File: src/rtl/lsensor_readout_seq.sv
// Linear image sensor readout sequencer. Drives SI/CLK and the ADC sample clock, and realigns
// ADC_LAT-delayed words onto pixel indices. All outputs are registered and there is no backpressure.
module lsensor_readout_seq #(
    parameter int PIX_PERIOD = 8,
    parameter int N_PIXELS   = 256,
    parameter int ADC_LAT    = 3
) (
    input  logic        clk,
    input  logic        rst_n,
    input  logic        run,
    input  logic [15:0] int_ext,
    input  logic [11:0] adc_data,
    input  logic        adc_otr,
    output logic        sen_si,
    output logic        sen_clk,
    output logic        adc_clk,
    output logic [11:0] pix_data,
    output logic [7:0]  pix_idx,
    output logic        pix_valid,
    output logic        line_start,
    output logic        line_end,
    output logic [7:0]  otr_cnt,
    output logic [15:0] line_cnt,
    output logic        busy
);
    localparam int PH_W = $clog2(PIX_PERIOD);
    localparam logic [PH_W-1:0] PH_LAST  = PH_W'(PIX_PERIOD - 1);
    localparam logic [PH_W-1:0] PH_HALF  = PH_W'(PIX_PERIOD / 2);
    localparam logic [15:0]     N_W      = 16'(N_PIXELS);
    localparam logic [15:0]     N_LAST   = 16'(N_PIXELS - 1);
    localparam logic [15:0]     LAT_W    = 16'(ADC_LAT);
    localparam logic [15:0]     LAT_LAST = 16'(ADC_LAT - 1);

    typedef enum logic [2:0] {IDLE, SI, READ, FLUSH, GAP} state_t;

    state_t            state_q, state_d, after_gap, after_flush;
    logic [PH_W-1:0]   ph_q, ph_d;
    logic [15:0]       cnt_q, cnt_d;
    logic [15:0]       gap_q, gap_d;
    logic [7:0]        acc_q, acc_d;
    logic [15:0]       j_d;
    logic              cap;
    logic              sen_si_q, sen_si_d;
    logic              sen_clk_q, sen_clk_d;
    logic              adc_clk_q, adc_clk_d;
    logic [11:0]       pix_data_q, pix_data_d;
    logic [7:0]        pix_idx_q, pix_idx_d;
    logic              pix_valid_q, pix_valid_d;
    logic              line_start_q, line_start_d;
    logic              line_end_q, line_end_d;
    logic [7:0]        otr_cnt_q, otr_cnt_d;
    logic [15:0]       line_cnt_q, line_cnt_d;
    logic              busy_q, busy_d;

    always_comb begin
        after_gap   = run ? SI : IDLE;
        after_flush = (gap_q != 16'd0) ? GAP : after_gap;
        state_d     = state_q;
        ph_d        = ph_q;
        cnt_d       = cnt_q;
        gap_d       = gap_q;
        acc_d       = acc_q;

        if (state_q == IDLE) begin
            ph_d = '0;
            if (run) begin
                state_d = SI;
            end
        end else begin
            ph_d = (ph_q == PH_LAST) ? '0 : ph_q + PH_W'(1);
            if (ph_q == PH_LAST) begin
                cnt_d = cnt_q + 16'd1;
                case (state_q)
                    SI: begin
                        state_d = READ;
                        cnt_d   = '0;
                    end
                    READ: if (cnt_q == N_LAST) begin
                        cnt_d   = '0;
                        state_d = (ADC_LAT != 0) ? FLUSH : after_flush;
                    end
                    FLUSH: if (cnt_q == LAT_LAST) begin
                        cnt_d   = '0;
                        state_d = after_flush;
                    end
                    GAP: if (cnt_q == gap_q - 16'd1) begin
                        cnt_d   = '0;
                        state_d = after_gap;
                    end
                    default: ;
                endcase
            end
        end

        // Integration extension and the out-of-range tally restart with every line
        if (state_d == SI && state_q != SI) begin
            gap_d = int_ext;
            acc_d = '0;
        end

        // j is the period index counted from READ start through FLUSH; pixel k lands at j = k + ADC_LAT
        j_d = (state_d == FLUSH) ? N_W + cnt_d : cnt_d;
        cap = (state_d == READ || state_d == FLUSH) && (ph_d == PH_LAST) && (j_d >= LAT_W);

        if (cap && adc_otr && acc_q != 8'hFF) begin
            acc_d = acc_q + 8'd1;
        end

        sen_si_d     = (state_d == SI);
        sen_clk_d    = (state_d == SI || state_d == READ) && (ph_d >= PH_HALF);
        adc_clk_d    = (state_d == READ || state_d == FLUSH) && (ph_d < PH_HALF);
        busy_d       = (state_d != IDLE);
        pix_valid_d  = cap;
        line_start_d = cap && (j_d == LAT_W);
        line_end_d   = cap && (j_d == N_LAST + LAT_W);
        pix_data_d   = cap ? adc_data : pix_data_q;
        pix_idx_d    = cap ? 8'(j_d - LAT_W) : pix_idx_q;
        otr_cnt_d    = line_end_d ? acc_d : otr_cnt_q;
        line_cnt_d   = line_end_d ? line_cnt_q + 16'd1 : line_cnt_q;
    end

    always_ff @(posedge clk or negedge rst_n) begin
        if (!rst_n) begin
            state_q      <= IDLE;
            ph_q         <= '0;
            cnt_q        <= '0;
            gap_q        <= '0;
            acc_q        <= '0;
            sen_si_q     <= 1'b0;
            sen_clk_q    <= 1'b0;
            adc_clk_q    <= 1'b0;
            pix_data_q   <= '0;
            pix_idx_q    <= '0;
            pix_valid_q  <= 1'b0;
            line_start_q <= 1'b0;
            line_end_q   <= 1'b0;
            otr_cnt_q    <= '0;
            line_cnt_q   <= '0;
            busy_q       <= 1'b0;
        end else begin
            state_q      <= state_d;
            ph_q         <= ph_d;
            cnt_q        <= cnt_d;
            gap_q        <= gap_d;
            acc_q        <= acc_d;
            sen_si_q     <= sen_si_d;
            sen_clk_q    <= sen_clk_d;
            adc_clk_q    <= adc_clk_d;
            pix_data_q   <= pix_data_d;
            pix_idx_q    <= pix_idx_d;
            pix_valid_q  <= pix_valid_d;
            line_start_q <= line_start_d;
            line_end_q   <= line_end_d;
            otr_cnt_q    <= otr_cnt_d;
            line_cnt_q   <= line_cnt_d;
            busy_q       <= busy_d;
        end
    end

    assign sen_si     = sen_si_q;
    assign sen_clk    = sen_clk_q;
    assign adc_clk    = adc_clk_q;
    assign pix_data   = pix_data_q;
    assign pix_idx    = pix_idx_q;
    assign pix_valid  = pix_valid_q;
    assign line_start = line_start_q;
    assign line_end   = line_end_q;
    assign otr_cnt    = otr_cnt_q;
    assign line_cnt   = line_cnt_q;
    assign busy       = busy_q;

endmodule

File: config.mk
export PLATFORM = sky130hd
export DESIGN_NAME = lsensor_readout_seq
export DESIGN_NICKNAME = d
export VERILOG_FILES = /design/src/rtl/lsensor_readout_seq.sv
export SDC_FILE = /design/constraint.sdc
export NUM_CORES = 1
export LEC_CHECK = 0
export ABC_AREA = 1
export CORE_ASPECT_RATIO = 0.75
export CORE_MARGIN = 2
export CORE_UTILIZATION = 56
export CTS_CLUSTER_DIAMETER = 120
export DETAILED_ROUTE_END_ITERATION = 16
export PLACE_DENSITY = 0.81
export SKIP_CTS_REPAIR_TIMING = 1
export SLEW_MARGIN = 20
export SYNTH_ARGS = -nofsm -noshare
export SYNTH_HDL_FRONTEND = slang
export SYNTH_SLANG_ARGS = --single-unit
File: constraint.sdc
create_clock -name clk -period 4 [get_ports clk]
set_input_delay 0.8 -clock clk [delete_from_list [all_inputs] [get_ports clk]]
set_output_delay 0.8 -clock clk [all_outputs]
set_load 0.01 [all_outputs]
# == Word-level counts from Yosys, hierarchy flattened ==
# Index checks and enable logic that the tools add are counted.
# totals
regBits,97
in_bits,32
out_inout_bits,51
elab_cells,76
# op_classes
addsub,7
order_cmp,3
n_eq_ne,16
n_mux,20
n_reduce_logical,14
# op_table
cell,count
16-bit two-way mux,6
16-bit case mux with 4 select lines,1
"16-bit by 1-bit adder with 16-bit output, second input constant",2
"16-bit by 2-bit == test with 1-bit output, second input constant",2
3-bit two-way mux,9
"9-bit by 16-bit adder with 16-bit output, first input constant",1
16-bit == test,1
"16-bit by 8-bit == test with 1-bit output, second input constant",1
"16-bit by 9-bit == test with 1-bit output, second input constant",1
"16-bit by 2-bit >= comparator with 1-bit output, second input constant",1
8-bit two-way mux,2
16-bit nonzero test,1
"16-bit by 1-bit subtractor with 16-bit output, second input constant",1
"3-bit by 2-bit == test with 1-bit output, second input constant",4
3-bit case mux with 4 select lines,1
"3-bit == test, second input constant",3
1-bit logical AND,9
"8-bit by 1-bit adder with 8-bit output, second input constant",1
"8-bit != test, second input constant",1
"8-bit by 2-bit subtractor with 8-bit output, second input constant",1
"3-bit by 1-bit == test with 1-bit output, second input constant",2
"3-bit by 1-bit adder with 3-bit output, second input constant",1
"3-bit >= comparator, second input constant",1
3-bit logical NOT,1
5 further kinds,6

# == Depth between registers and ports, before layout ==
# logic_depth
depth_word,13
mapped_depth,33
mapped_depth_nobuf,31

# == Worst setup path before layout ==
# OpenSTA, ideal clock, no wires.
# synth_timing
path_kind,reg2reg
from,register gap_q[0]
to,"register otr_cnt_q[2], in the netlist otr_cnt[2]"
setup_ns,0.116
t_arrival_ns,3.285
t_required_ns,3.884
setup_slack_ns,0.598
stages_incl_launch_ff,26
n_path_buf,3
period_less_slack_ns,3.402
cell_sequence,dfrtp_1 inv_2 ha_1 nand3_2 nor2_4 nand3_1 xor2_1 nand3_1 nor2_1 nand2_1 nand2_2 nand3_1 buf_4 nand2_1 inv_2 ha_1 o21ai_1 nand2_1 nor2_2 nand4_4 nand2_4 nor2_2 buf_6 buf_6 nand2_1 nand2_1
# synth_between
elab_chain_len,13
elab_cells_between_ends,29
classes_between,add/sub: 2; order compare: 1; eq/ne: 5; mux: 13; reduce/logical: 8
# synth_lines
element,line_no,source
"start, declared",39,"logic [15:0] gap_q, gap_d;"
"start signal, assigned",144,gap_q <= gap_d;
16-bit by 1-bit subtractor with 16-bit output (*),86,GAP: if (cnt_q == gap_q - 16'd1) begin
16-bit == test (*),86,
16-bit two-way mux (*),86,
16-bit case mux with 4 select lines (*),73,case (state_q)
16-bit two-way mux (*),71,if (ph_q == PH_LAST) begin
16-bit two-way mux (*),64,if (state_q == IDLE) begin
net cnt_d[8],38,"logic [15:0] cnt_q, cnt_d;"
9-bit by 16-bit adder with 16-bit output,102,j_d = (state_d == FLUSH) ? N_W + cnt_d : cnt_d;
16-bit two-way mux (*),102,
16-bit by 2-bit >= comparator with 1-bit output,103,cap = (state_d == READ || state_d == FLUSH) && (ph_d == PH_LAST) && (j_d >= LAT_W);
1-bit logical AND,103,
1-bit logical AND (2 in a row),105,if (cap && adc_otr && acc_q != 8'hFF) begin
8-bit two-way mux,105,
"end signal, assigned",154,otr_cnt_q <= otr_cnt_d;
"end, declared",51,"logic [7:0] otr_cnt_q, otr_cnt_d;"
# Mark *: on every way through the listed nets, which the timed path passes. The rest lies on a longest branch.
# A chain may end at the register's enable or synchronous reset.

# == Final worst setup path ==
# layout_timing
from,register cnt_q[1]
to,"register line_cnt_q[0], in the netlist line_cnt[0]"
# layout_between
elab_chain_len,10
elab_cells_between_ends,26
classes_between,add/sub: 2; order compare: 1; eq/ne: 6; mux: 13; reduce/logical: 4
# layout_lines
element,line_no,source
"start, declared",38,
"start signal, assigned",143,cnt_q <= cnt_d;
"16-bit by 1-bit adder with 16-bit output, or another cell as far along",72,cnt_d = cnt_q + 16'd1;
16-bit two-way mux (on tied branches),"86, 78, 82",
16-bit case mux with 4 select lines (*),73,
16-bit two-way mux (*),71,
16-bit two-way mux (*),64,
net cnt_d[9],38,
9-bit by 16-bit adder with 16-bit output,102,
16-bit two-way mux (*),102,
16-bit by 2-bit >= comparator with 1-bit output,103,
1-bit logical AND,103,
1-bit logical AND (*),115,line_end_d = cap && (j_d == N_LAST + LAT_W);
"end signal, assigned",155,line_cnt_q <= line_cnt_d;
"end, declared",52,"logic [15:0] line_cnt_q, line_cnt_d;"
# Marked as above.

==> metrics.md <==
| Metric | Value |
|---|---|
| Commonest non-fill, non-tap cells in the layout | nand2_1, inv_1, dfrtp_1 |
| Max Buffers Root-to-Sink | 2 |
| Endpoint of the worst-slack reg-to-reg timing path | line_cnt[0] |
| Number of H-tree levels | 3 |
| Critical Path Source | cnt_q[1] |
| Routability congestion estimate | 0.942 |
| Hold Crit Class | reg -> reg |
| CTS clk-pin slew, worst paths | 0.07 ns |
| Standard-cell rows | 32 |
| Remaining design rule violation count | 0 |
| Net Count, Synth | 875 |
| Startpoint kind of the worst setup timing path | flip-flop |
| Met1 track utilization from global routing | 43.3% |
| Layout Cells excl Fill | 1068 |
| Met3 Track Usage GR | 5.49% |
| Remaining Overflow, GRT | 0 |
| Clock period minus worst slack | between 3 and 4 ns |
| Data required, critical path | 4.21 ns |
| X dimension of the die | 123 um |
| First-pass iteration count of the detailed router | 5 |
| Final worst-path setup slack | 0.164 ns |
| Die area | roughly 11000 um2 |
| Number of global-route vias before repair | around 5400 |
| Num CTS Buffers | 9 |
| P_leak | 3.77 nW |
| Yosys warning count | 0 |
| Power, Total | 1.97 mW |
| CTS Sinks | 97 |
| Post-synth cell types | 38 |
| Maximum frequency from static timing analysis | 261 MHz |
| Area of the mapped netlist | 5940 um2 |
| Pre-CTS worst setup slack | 0.0430 ns |
| Post-detail-place hpwl | 11800 um |
| Area occupied by registers | about 2400 um2 |
| Post-Layout Inst Area | 7360 um2 |
| Critical path class | reg -> reg |
| Period utilisation layout | a little over nine tenths |
| Slew Viols, Final | 0 |
| Setup TNS | 0 ns |
| Portion of the post-synthesis area used by sequential elements | 40.9% |
| Post-Route WL | 15900 um |
| Effective utilization at floorplan | 57.7% |
| Cell at the root of the clock tree | clkbuf_16 |
| Worst-margin pin slew | ~0.63 ns |
| WL/cell | 14.9 um |
| Total cell area at the placement stage | 6940 um2 |
| Critical R2R Launch | cnt_q[1] |
| Count of fill cells added during filler insertion | 828 |
| Number of cells on the worst hold path | 1 |
| Proportion of layout cells with a drive suffix above 1 | 8.80% |
| Leading cell type in the layout, fill and taps excluded | nand2_1 |
| Diode count | 0 |
| Avg Vias per Cell | around 5.4 |
| Antenna violations before repair | 0 |
| TritonCTS clock tree | done |
| Area of the multi-input gates | 3100 um2 |
| Core area | 10300 um2 |
| VDD IR max | 0.204 mV |
| Count of nets left with antenna violations after detail routing | 0 |
| GRT Total Usage | about 29% |
| Worst clock skew | 0.00676 ns |
| Gate count after technology mapping | 833 |
| Outcome | complete, no violations |
| Kind of capture point of the worst setup path | flip-flop |
| Slew headroom | 57.8% |
| Pwr dens | 267 nW/um2 |
| Via count of the routed design | a little under 6000 |
| Global-route track usage on met2 | 43.7% |
| Layout net count | between 900 and 1000 |
| Clock latency of the later-clocked register in the worst-skew pair | between 0.3 and 0.4 ns |
| Most utilized layer in the global route result | met2 |
| Arrival time at the worst endpoint | a little over 4 ns |
| Register-to-register path setup slack | 0.16 ns |
| Synthesized flop and latch total | 97 |
| Number of I/O port buffers | 82 |
| Worst Path Max Fanout | 20 |
| Initial detailed-routing violation count | approximately 500 |
| Count of final setup violators | 0 |
| Layout Area Growth over Synthesis | 23.9% |
| Maximum number of pins on one net before global-route repair | 49 |
| Global-route wire length before repair | 26200 um |
| Final hold violation count | 0 |
| Max-cap violations | 0 |
| Capturing instance or port of the critical path | line_cnt[0] |
| Worst R2R Path Depth | 21 |
| Cell count after placement | approximately 1000 |
| Die Span Y | 93.2 um |
| Count of boundary I/O pins | 83 |
| Synthesized area divided by synthesized cell count | roughly 7.1 um2 |
cell usage after synthesis, drive strengths merged:
| cell type | n | area [um2] |
|---|---|---|
| o31a | 1 | 8.76 |
| clkbuf | 4 | 15.0 |
| clkinv | 1 | 5.00 |
| buf | 11 | 68.8 |
| o21ai | 37 | 185 |
| xnor2 | 6 | 52.6 |
| nand2 | 309 | 1190 |
| a31oi | 1 | 6.26 |
| dfrtp | 97 | 2430 |
| nor2 | 77 | 340 |
| a21boi | 1 | 7.51 |
| a211oi | 1 | 7.51 |
| nand3b | 2 | 15.0 |
| inv | 111 | 417 |
| xor2 | 42 | 368 |
| ha | 10 | 125 |
| and2 | 3 | 18.8 |
| nand3 | 65 | 335 |
| nor3 | 15 | 80.1 |
| nor4 | 5 | 31.3 |
| o21a | 1 | 7.51 |
| o21bai | 1 | 7.51 |
| nand4 | 24 | 165 |
| a21oi | 8 | 51.3 |
area by class of cell:
type,count,area share (%)
inverter,112,5.76
clock inverter,5,0.765
sequential,97,33.0
timing repair buffer,100,13.0
tap,136,2.31
clock buffer,9,3.06
multi-input combinational,609,42.1
metrics by stage:
step	hold WS [ns]	utilization, %
6_report	0.463	71.5
5_1_grt	0.494	71.5
4_1_cts	0.465	70.1
3_5_place_dp	0.456	67.4
3_3_place_gp	0.441	67.4
2_1_floorplan	0.427	-
worst min-delay path by stage:
stage          startpoint       to  slack (ns)
2_1_floorplan     ph_q[0]  ph_q[0]        0.43
3_3_place_gp      ph_q[0]  ph_q[0]        0.44
3_5_place_dp      ph_q[0]  ph_q[0]        0.46
4_1_cts           ph_q[0]  ph_q[0]        0.47
5_1_grt           ph_q[0]  ph_q[0]        0.49
6_report          ph_q[0]  ph_q[0]        0.46
registers in the layout (all words and copies together) (netlist names), 3 cells and up:
register,count
acc_q,8
cnt_q,16
gap_q,16
line_cnt,16
otr_cnt,8
ph_q,3
pix_data,12
pix_idx,8
state_q,3
kinds of logic after synthesis:
| logic type | share of synthesized area, % |
|---|---|
| buf+inv | 8.51 |
| simple gates | 36.7 |
| flops | 40.9 |
| fa+ha+maj | 2.11 |
| xor+xnor | 7.08 |
| compound gates | 4.74 |
critical path, cell delays in order (launching register included):
cell and delay [ns]:
dfrtp_1 0.48, ha_1 0.27, nand2_1 0.10, nor2_1 0.12
nand3_1 0.15, nor3_4 0.22, nand2_1 0.10, a211oi_2 0.34
nand3_2 0.17, nand2_1 0.11, inv_1 0.07, ha_1 0.20
inv_1 0.08, nor2_2 0.06, nand3_1 0.08, nand3_1 0.14
a21oi_4 0.20, nand4_4 0.23, nand2_8 0.18, nor2_4 0.07
buf_6 0.16, xor2_1 0.15
where the power goes:
part / switching, mW / leakage, nW / internal, mW
clock network: 0.372 / 0.138 / 0.478
logic: 0.0565 / 2.46 / 0.0535
registers: 0.0115 / 1.17 / 0.995
routing by layer:
metal | vias to the layer above | wire, um | share of wire (%)
met5 | - | 0 | 0
met4 | 0 | 180 | 1.1
met3 | 20 | 1200 | 7.5
met2 | 245 | 7150 | 45
met1 | 2737 | 7400 | 46
li1 | 2797 | - | -
No activity file was read; power rests on OpenSTA's default activity.
